### src/rtl/tape_ctrl_pkg.sv
// Shared state codes, stop causes and helpers for the tape transport controller.
// Imported by the controller top and by its key debouncer.
package tape_ctrl_pkg;

    typedef enum logic [2:0] {
        ST_IDLE   = 3'd0,
        ST_ARM    = 3'd1,
        ST_RECORD = 3'd2,
        ST_PLAY   = 3'd3,
        ST_GAP    = 3'd4
    } state_e;

    typedef enum logic [1:0] {
        CAUSE_KEY     = 2'd0,
        CAUSE_SILENCE = 2'd1,
        CAUSE_MAX     = 2'd2,
        CAUSE_ARM_TO  = 2'd3
    } cause_e;

    localparam int MS_CNT_W  = 16;
    localparam int KIDX_PLAY = 0;
    localparam int KIDX_REC  = 1;
    localparam int KIDX_STOP = 2;

    // Millisecond counters stick at all-ones instead of wrapping back to a short count.
    function automatic logic [MS_CNT_W-1:0] sat_inc(input logic [MS_CNT_W-1:0] v);
        return (&v) ? v : v + MS_CNT_W'(1);
    endfunction

endpackage

### src/rtl/tape_transport_ctrl_key_debounce.sv
// One push-button: 2-FF synchroniser, ms-tick stability counter and press pulse.
// The pulse is registered on the same edge the debounced level rises.
module key_debounce
    import tape_ctrl_pkg::*;
#(
    parameter int DEB_MS = 20
) (
    input  logic clk,
    input  logic reset_n,
    input  logic ms_tick,
    input  logic key_raw,
    output logic key_pulse
);

    logic                sync1_q;
    logic                sync2_q;
    logic                deb_q;
    logic                deb_d;
    logic                pulse_q;
    logic                pulse_d;
    logic [MS_CNT_W-1:0] stab_q;
    logic [MS_CNT_W-1:0] stab_d;

    always_comb begin
        deb_d  = deb_q;
        stab_d = stab_q;
        // Any sample that agrees with the accepted level restarts the stability window.
        if (sync2_q == deb_q) begin
            stab_d = '0;
        end else if (ms_tick) begin
            if (stab_q >= MS_CNT_W'(DEB_MS - 1)) begin
                deb_d  = sync2_q;
                stab_d = '0;
            end else begin
                stab_d = stab_q + MS_CNT_W'(1);
            end
        end
        pulse_d = deb_d & ~deb_q;
    end

    always_ff @(posedge clk or negedge reset_n) begin
        if (!reset_n) begin
            sync1_q <= 1'b0;
            sync2_q <= 1'b0;
            deb_q   <= 1'b0;
            pulse_q <= 1'b0;
            stab_q  <= '0;
        end else begin
            sync1_q <= key_raw;
            sync2_q <= sync1_q;
            deb_q   <= deb_d;
            pulse_q <= pulse_d;
            stab_q  <= stab_d;
        end
    end

    assign key_pulse = pulse_q;

endmodule

### src/rtl/tape_transport_ctrl.sv
// Tape recorder transport controller: debounced keys, MIC/EAR activity timeouts,
// and the IDLE/ARM/RECORD/PLAY/GAP session state machine with registered outputs.
module tape_transport_ctrl
    import tape_ctrl_pkg::*;
#(
    parameter int CLK_FREQ    = 27000000,
    parameter int DEB_MS      = 20,
    parameter int SILENCE_MS  = 2000,
    parameter int ARM_MS      = 10000,
    parameter int REC_MAX_MS  = 8192,
    parameter int PLAY_MAX_MS = 8192,
    parameter int GAP_MS      = 10
) (
    input  logic       clk,
    input  logic       reset_n,
    input  logic       key_play,
    input  logic       key_rec,
    input  logic       key_stop,
    input  logic       mic_in,
    input  logic       ear_in,
    output logic       rec_en,
    output logic       play_en,
    output logic [2:0] state,
    output logic       busy,
    output logic       done,
    output logic [1:0] stop_cause
);

    localparam int DIV   = CLK_FREQ / 1000;
    localparam int PRE_W = (DIV > 1) ? $clog2(DIV) : 1;

    logic [PRE_W-1:0]    pre_q;
    logic [PRE_W-1:0]    pre_d;
    logic                ms_tick;
    logic [2:0]          key_raw;
    logic [2:0]          key_pulse;
    logic [2:0]          mic_sync_q;
    logic [2:0]          mic_sync_d;
    logic [2:0]          ear_sync_q;
    logic [2:0]          ear_sync_d;
    logic                mic_edge;
    logic                ear_edge;
    logic                play_pulse;
    logic                rec_pulse;
    logic                stop_pulse;

    state_e              state_q;
    state_e              state_d;
    cause_e              stop_cause_q;
    cause_e              stop_cause_d;
    logic                done_q;
    logic                done_d;
    logic                rec_en_q;
    logic                rec_en_d;
    logic                play_en_q;
    logic                play_en_d;
    logic                busy_q;
    logic                busy_d;
    logic [MS_CNT_W-1:0] silence_q;
    logic [MS_CNT_W-1:0] silence_d;
    logic [MS_CNT_W-1:0] run_q;
    logic [MS_CNT_W-1:0] run_d;
    logic                activity;

    // Free-running ms prescaler; every timeout in the block counts these ticks.
    always_comb begin
        ms_tick = (pre_q == PRE_W'(DIV - 1));
        pre_d   = ms_tick ? '0 : pre_q + PRE_W'(1);
    end

    assign key_raw = {key_stop, key_rec, key_play};

    generate
        for (genvar gi = 0; gi < 3; gi++) begin : g_key
            key_debounce #(
                .DEB_MS(DEB_MS)
            ) u_deb (
                .clk      (clk),
                .reset_n  (reset_n),
                .ms_tick  (ms_tick),
                .key_raw  (key_raw[gi]),
                .key_pulse(key_pulse[gi])
            );
        end
    endgenerate

    assign play_pulse = key_pulse[KIDX_PLAY];
    assign rec_pulse  = key_pulse[KIDX_REC];
    assign stop_pulse = key_pulse[KIDX_STOP];

    // Two flops of synchronisation plus one of history for change detection.
    always_comb begin
        mic_sync_d = {mic_sync_q[1:0], mic_in};
        ear_sync_d = {ear_sync_q[1:0], ear_in};
        mic_edge   = mic_sync_q[2] ^ mic_sync_q[1];
        ear_edge   = ear_sync_q[2] ^ ear_sync_q[1];
    end

    always_comb begin
        state_d      = state_q;
        stop_cause_d = stop_cause_q;
        done_d       = 1'b0;
        activity     = 1'b0;
        case (state_q)
            ST_IDLE: begin
                if (rec_pulse) begin
                    state_d = ST_ARM;
                end else if (play_pulse) begin
                    state_d = ST_PLAY;
                end
            end
            ST_ARM: begin
                activity = mic_edge;
                if (stop_pulse) begin
                    state_d      = ST_GAP;
                    stop_cause_d = CAUSE_KEY;
                    done_d       = 1'b1;
                end else if (mic_edge) begin
                    state_d = ST_RECORD;
                end else if (silence_q >= MS_CNT_W'(ARM_MS)) begin
                    state_d      = ST_GAP;
                    stop_cause_d = CAUSE_ARM_TO;
                    done_d       = 1'b1;
                end
            end
            ST_RECORD: begin
                activity = mic_edge;
                if (stop_pulse) begin
                    state_d      = ST_GAP;
                    stop_cause_d = CAUSE_KEY;
                    done_d       = 1'b1;
                end else if (run_q >= MS_CNT_W'(REC_MAX_MS)) begin
                    state_d      = ST_GAP;
                    stop_cause_d = CAUSE_MAX;
                    done_d       = 1'b1;
                end else if (silence_q >= MS_CNT_W'(SILENCE_MS)) begin
                    state_d      = ST_GAP;
                    stop_cause_d = CAUSE_SILENCE;
                    done_d       = 1'b1;
                end
            end
            ST_PLAY: begin
                activity = ear_edge;
                if (stop_pulse) begin
                    state_d      = ST_GAP;
                    stop_cause_d = CAUSE_KEY;
                    done_d       = 1'b1;
                end else if (run_q >= MS_CNT_W'(PLAY_MAX_MS)) begin
                    state_d      = ST_GAP;
                    stop_cause_d = CAUSE_MAX;
                    done_d       = 1'b1;
                end else if (silence_q >= MS_CNT_W'(SILENCE_MS)) begin
                    state_d      = ST_GAP;
                    stop_cause_d = CAUSE_SILENCE;
                    done_d       = 1'b1;
                end
            end
            ST_GAP: begin
                // Key pulses arriving here are simply dropped.
                if (run_q >= MS_CNT_W'(GAP_MS)) begin
                    state_d = ST_IDLE;
                end
            end
            default: begin
                state_d = ST_GAP;
            end
        endcase

        silence_d = silence_q;
        run_d     = run_q;
        if (ms_tick) begin
            silence_d = sat_inc(silence_q);
            run_d     = sat_inc(run_q);
        end
        if (activity) begin
            silence_d = '0;
        end
        if (state_d != state_q) begin
            silence_d = '0;
            run_d     = '0;
        end

        rec_en_d  = (state_d == ST_RECORD);
        play_en_d = (state_d == ST_PLAY);
        busy_d    = (state_d != ST_IDLE);
    end

    always_ff @(posedge clk or negedge reset_n) begin
        if (!reset_n) begin
            pre_q        <= '0;
            mic_sync_q   <= '0;
            ear_sync_q   <= '0;
            state_q      <= ST_IDLE;
            stop_cause_q <= CAUSE_KEY;
            done_q       <= 1'b0;
            rec_en_q     <= 1'b0;
            play_en_q    <= 1'b0;
            busy_q       <= 1'b0;
            silence_q    <= '0;
            run_q        <= '0;
        end else begin
            pre_q        <= pre_d;
            mic_sync_q   <= mic_sync_d;
            ear_sync_q   <= ear_sync_d;
            state_q      <= state_d;
            stop_cause_q <= stop_cause_d;
            done_q       <= done_d;
            rec_en_q     <= rec_en_d;
            play_en_q    <= play_en_d;
            busy_q       <= busy_d;
            silence_q    <= silence_d;
            run_q        <= run_d;
        end
    end

    assign state      = state_q;
    assign stop_cause = stop_cause_q;
    assign done       = done_q;
    assign rec_en     = rec_en_q;
    assign play_en    = play_en_q;
    assign busy       = busy_q;

endmodule

### config.mk
export PLATFORM = sky130hd
export DESIGN_NAME = tape_transport_ctrl
export DESIGN_NICKNAME = d
export VERILOG_FILES = /design/src/rtl/tape_ctrl_pkg.sv /design/src/rtl/tape_transport_ctrl_key_debounce.sv /design/src/rtl/tape_transport_ctrl.sv
export SDC_FILE = /design/constraint.sdc
export NUM_CORES = 1
export LEC_CHECK = 0
export ABC_AREA = 1
export BUFFER_PORTS_ARGS = -buffer_cell sky130_fd_sc_hd__buf_4
export CAP_MARGIN = 10
export CORE_MARGIN = 5
export CORE_UTILIZATION = 50
export DETAILED_ROUTE_END_ITERATION = 16
export PLACE_DENSITY = 0.7
export SYNTH_ARGS = -nofsm -noshare
export SYNTH_HDL_FRONTEND = slang
export SYNTH_SLANG_ARGS = --single-unit
### constraint.sdc
create_clock -name clk -period 3.07 [get_ports clk]
set_clock_uncertainty 0.05 [all_clocks]
set_input_delay 0.614 -clock clk [delete_from_list [all_inputs] [get_ports clk]]
set_output_delay 0.614 -clock clk [all_outputs]
set_load 0.02 [all_outputs]
==> out/qor.csv <==
metric;value;unit
io_pins;16;
hpwl;8150;um
avgSynthCellArea;8.22;sq um
p_int;2850;uW
cts-buffers-inserted;17;
clk_latency;420;ps
htreeDepth;4;
path_class;reg2reg;
die_w;119;um
antenna_found_initial;0;
numPortBuffers;15;
fmax;410;MHz
worst_pin_slew;759;ps
tns;0;ps
wl_per_cell;13.2;um
path_clk_slew;60;ps
die_h;119;um
cts_sinks;122;
synth_commonest_cells;129 x nor2_1, 122 x dfrtp_1, 122 x nand2_1;
fin_crit_sh;79.5;%
synth_edf_count;0;
cts.path.max_buffers;2;
clkPwrFrac;53.4;%
design.core.area;11500;sq um
min_period;2440;ps
stdcell_count;902;
relSlewSlack;49.3;%
seq_power_share;44.7;%
hp-class;in2async;
fp-row-count;39;
async_flop_share;100;%
gp_congestion;0.888;
status;completed;
finalSetupViolCount;0;
ant_nets;0;
cp_max_fo;34;
grt_max_degree;60;
syn_to_final_growth;14.1;%
cts_resized;0;
power.share.combinational;1.9;%
cp.required;3370;ps
drive_above_1_share;10.4;%
powerDensity;540;nW/um^2
synth_nets;736;
dp_cells;870;
crit_path_start_kind;flip-flop;
first_iter_violations;404;
hold_buffers;0;
synth_cell_type_count;35;
vias_per_cell;5.19;
ir_worst_vdd;444;uV
netlist_area;5930;sq um
grt_overflow_total;0;
synth_seq_cells;122;
syn-instance-count;721;
fin_util;58.7;%
start_util;51.5;%
rsz0062_at_grt;false;
grt_pass1_wl;20800;um
maxCapViolCount;0;
synth_top_area_share;51.5;%
vias;4682;
antenna_cells;0;
grt_usage;18.0;%
synth_top_cell_by_area;dfrtp_1;
cts_tree;built;
synth_ff_type;dfrtp_1;
drt-total-wl;11900;um
drcViolationCount;0;
swShare;21.8;%
cp-end-kind;flip-flop;
seq_area_frac_synth;51.5;%
die_area;14100;sq um
finalHoldViolCount;0;
grt_pass1_vias;4501;
crit_arrival;2740;ps
p_leak;0.00327;uW
yosys_warnings;0;
drtPass1Iterations;5;
drv_slew;0;
synth.most_common_cell;nor2_1;
p_sw;795;uW
synth_area_leaders;dfrtp_1 52%, nor2_1 8.2%, nand2_1 7.7%, inv_1 6.3%, nand3_1 5.2%;
cts_setup_buffers;0;
hold_slack;196;ps
final_nets;761;
root_buffer;clkbuf_16;
## state kept, by name, indices dropped and copies added, names as in the netlist, 15 cells and up
signal,cells
g_key.u_deb.stab_q,48
pre_q,15
run_q,16
silence_q,16
## final cells by class
class | instances | area, sq um
tap | 143 | 179
clock inverter | 14 | 149
clock buffer | 18 | 439
inverter | 104 | 390
timing repair buffer | 20 | 163
sequential | 122 | 3050
fill | 1008 | 4760
multi-input combinational | 481 | 2390
## path summary, 6_finish.rpt
kind                       cells past startpoint                        startpoint                                to  slack [ps]
max                                           11                state[1]$_DFF_PN0_         silence_q[14]$_DFFE_PN0P_         630
min                                            1                           reset_n          silence_q[9]$_DFFE_PN0P_         200
max reg2reg                                   11                state[1]$_DFF_PN0_         silence_q[14]$_DFFE_PN0P_         630
min reg2reg                                    0  g_key[2].u_deb.sync1_q$_DFF_PN0_  g_key[2].u_deb.sync2_q$_DFF_PN0_         310
max in group asynchronous                      2                           reset_n              run_q[0]$_DFFE_PN0P_        1940
min in group clk                               1                          key_play  g_key[0].u_deb.sync1_q$_DFF_PN0_         250
## critical path, cell delays in order, from the launching register on
cell	delay, ps
dfrtp_1	470
inv_1	160
nand3_1	160
nor2_1	130
nand3_1	120
nand3_2	140
nand2_1	60
nand2_1	90
nand2_1	90
nor2_4	600
nand3_1	180
nand2_1	120
## per-layer routing
metal | GRT usage (%) | part of all wire, %
met1 | 25.2 | 48
met2 | 27.6 | 47
met3 | 3.70 | 4.1
met4 | 7.02 | 1.1
met5 | 0 | 0
## logic make-up after synthesis
| family | synth area share [%] |
|---|---|
| compound gates | 4.90 |
| simple gates | 29.7 |
| xor+xnor | 3.99 |
| fa+ha+maj | 1.69 |
| buf+inv | 8.21 |
| flops | 51.5 |
## power by group through the flow
stage | clock (uW) | sequential (uW) | combinational [uW]
2_1_floorplan | 0 | 1660 | 25.8
3_3_place_gp | 0 | 1660 | 70.2
3_5_place_dp | 0 | 1660 | 72.9
4_1_cts | 1980 | 1630 | 73.6
5_1_grt | 2060 | 1630 | 84.6
6_report | 1950 | 1630 | 70.5
## per-stage QoR
step	total power, uW	worst slack, ps	instance area (sq um)
global route	3770	386	6760
global placement	1730	799	6170
CTS	3690	650	6760
finish	3650	629	6760
floorplan	1680	1230	5930
detailed placement	1730	689	6170
## cells in the final DEF, fill, tap and decap left out, types with 2 or more instances in the layout
cell / n
xnor2_1: 3
clkbuf_16: 17
a31oi_1: 3
clkinv_2: 2
ha_1: 8
dfrtp_1: 122
inv_2: 5
nor2_4: 2
inv_1: 99
nand2_2: 6
o21ai_0: 22
nor2_2: 4
and3_1: 2
bufinv_16: 2
o31ai_1: 2
nand3_2: 4
nand3_1: 62
nand4_1: 19
clkinv_4: 2
nor2_1: 129
xor2_1: 24
clkinvlp_4: 7
or2_2: 3
buf_4: 19
nor4_1: 7
o21a_1: 2
nand2_1: 122
nor3b_1: 3
a21oi_1: 20
nor3_1: 26
a211oi_1: 2
Note: power is estimated with default switching activity, not from simulation.
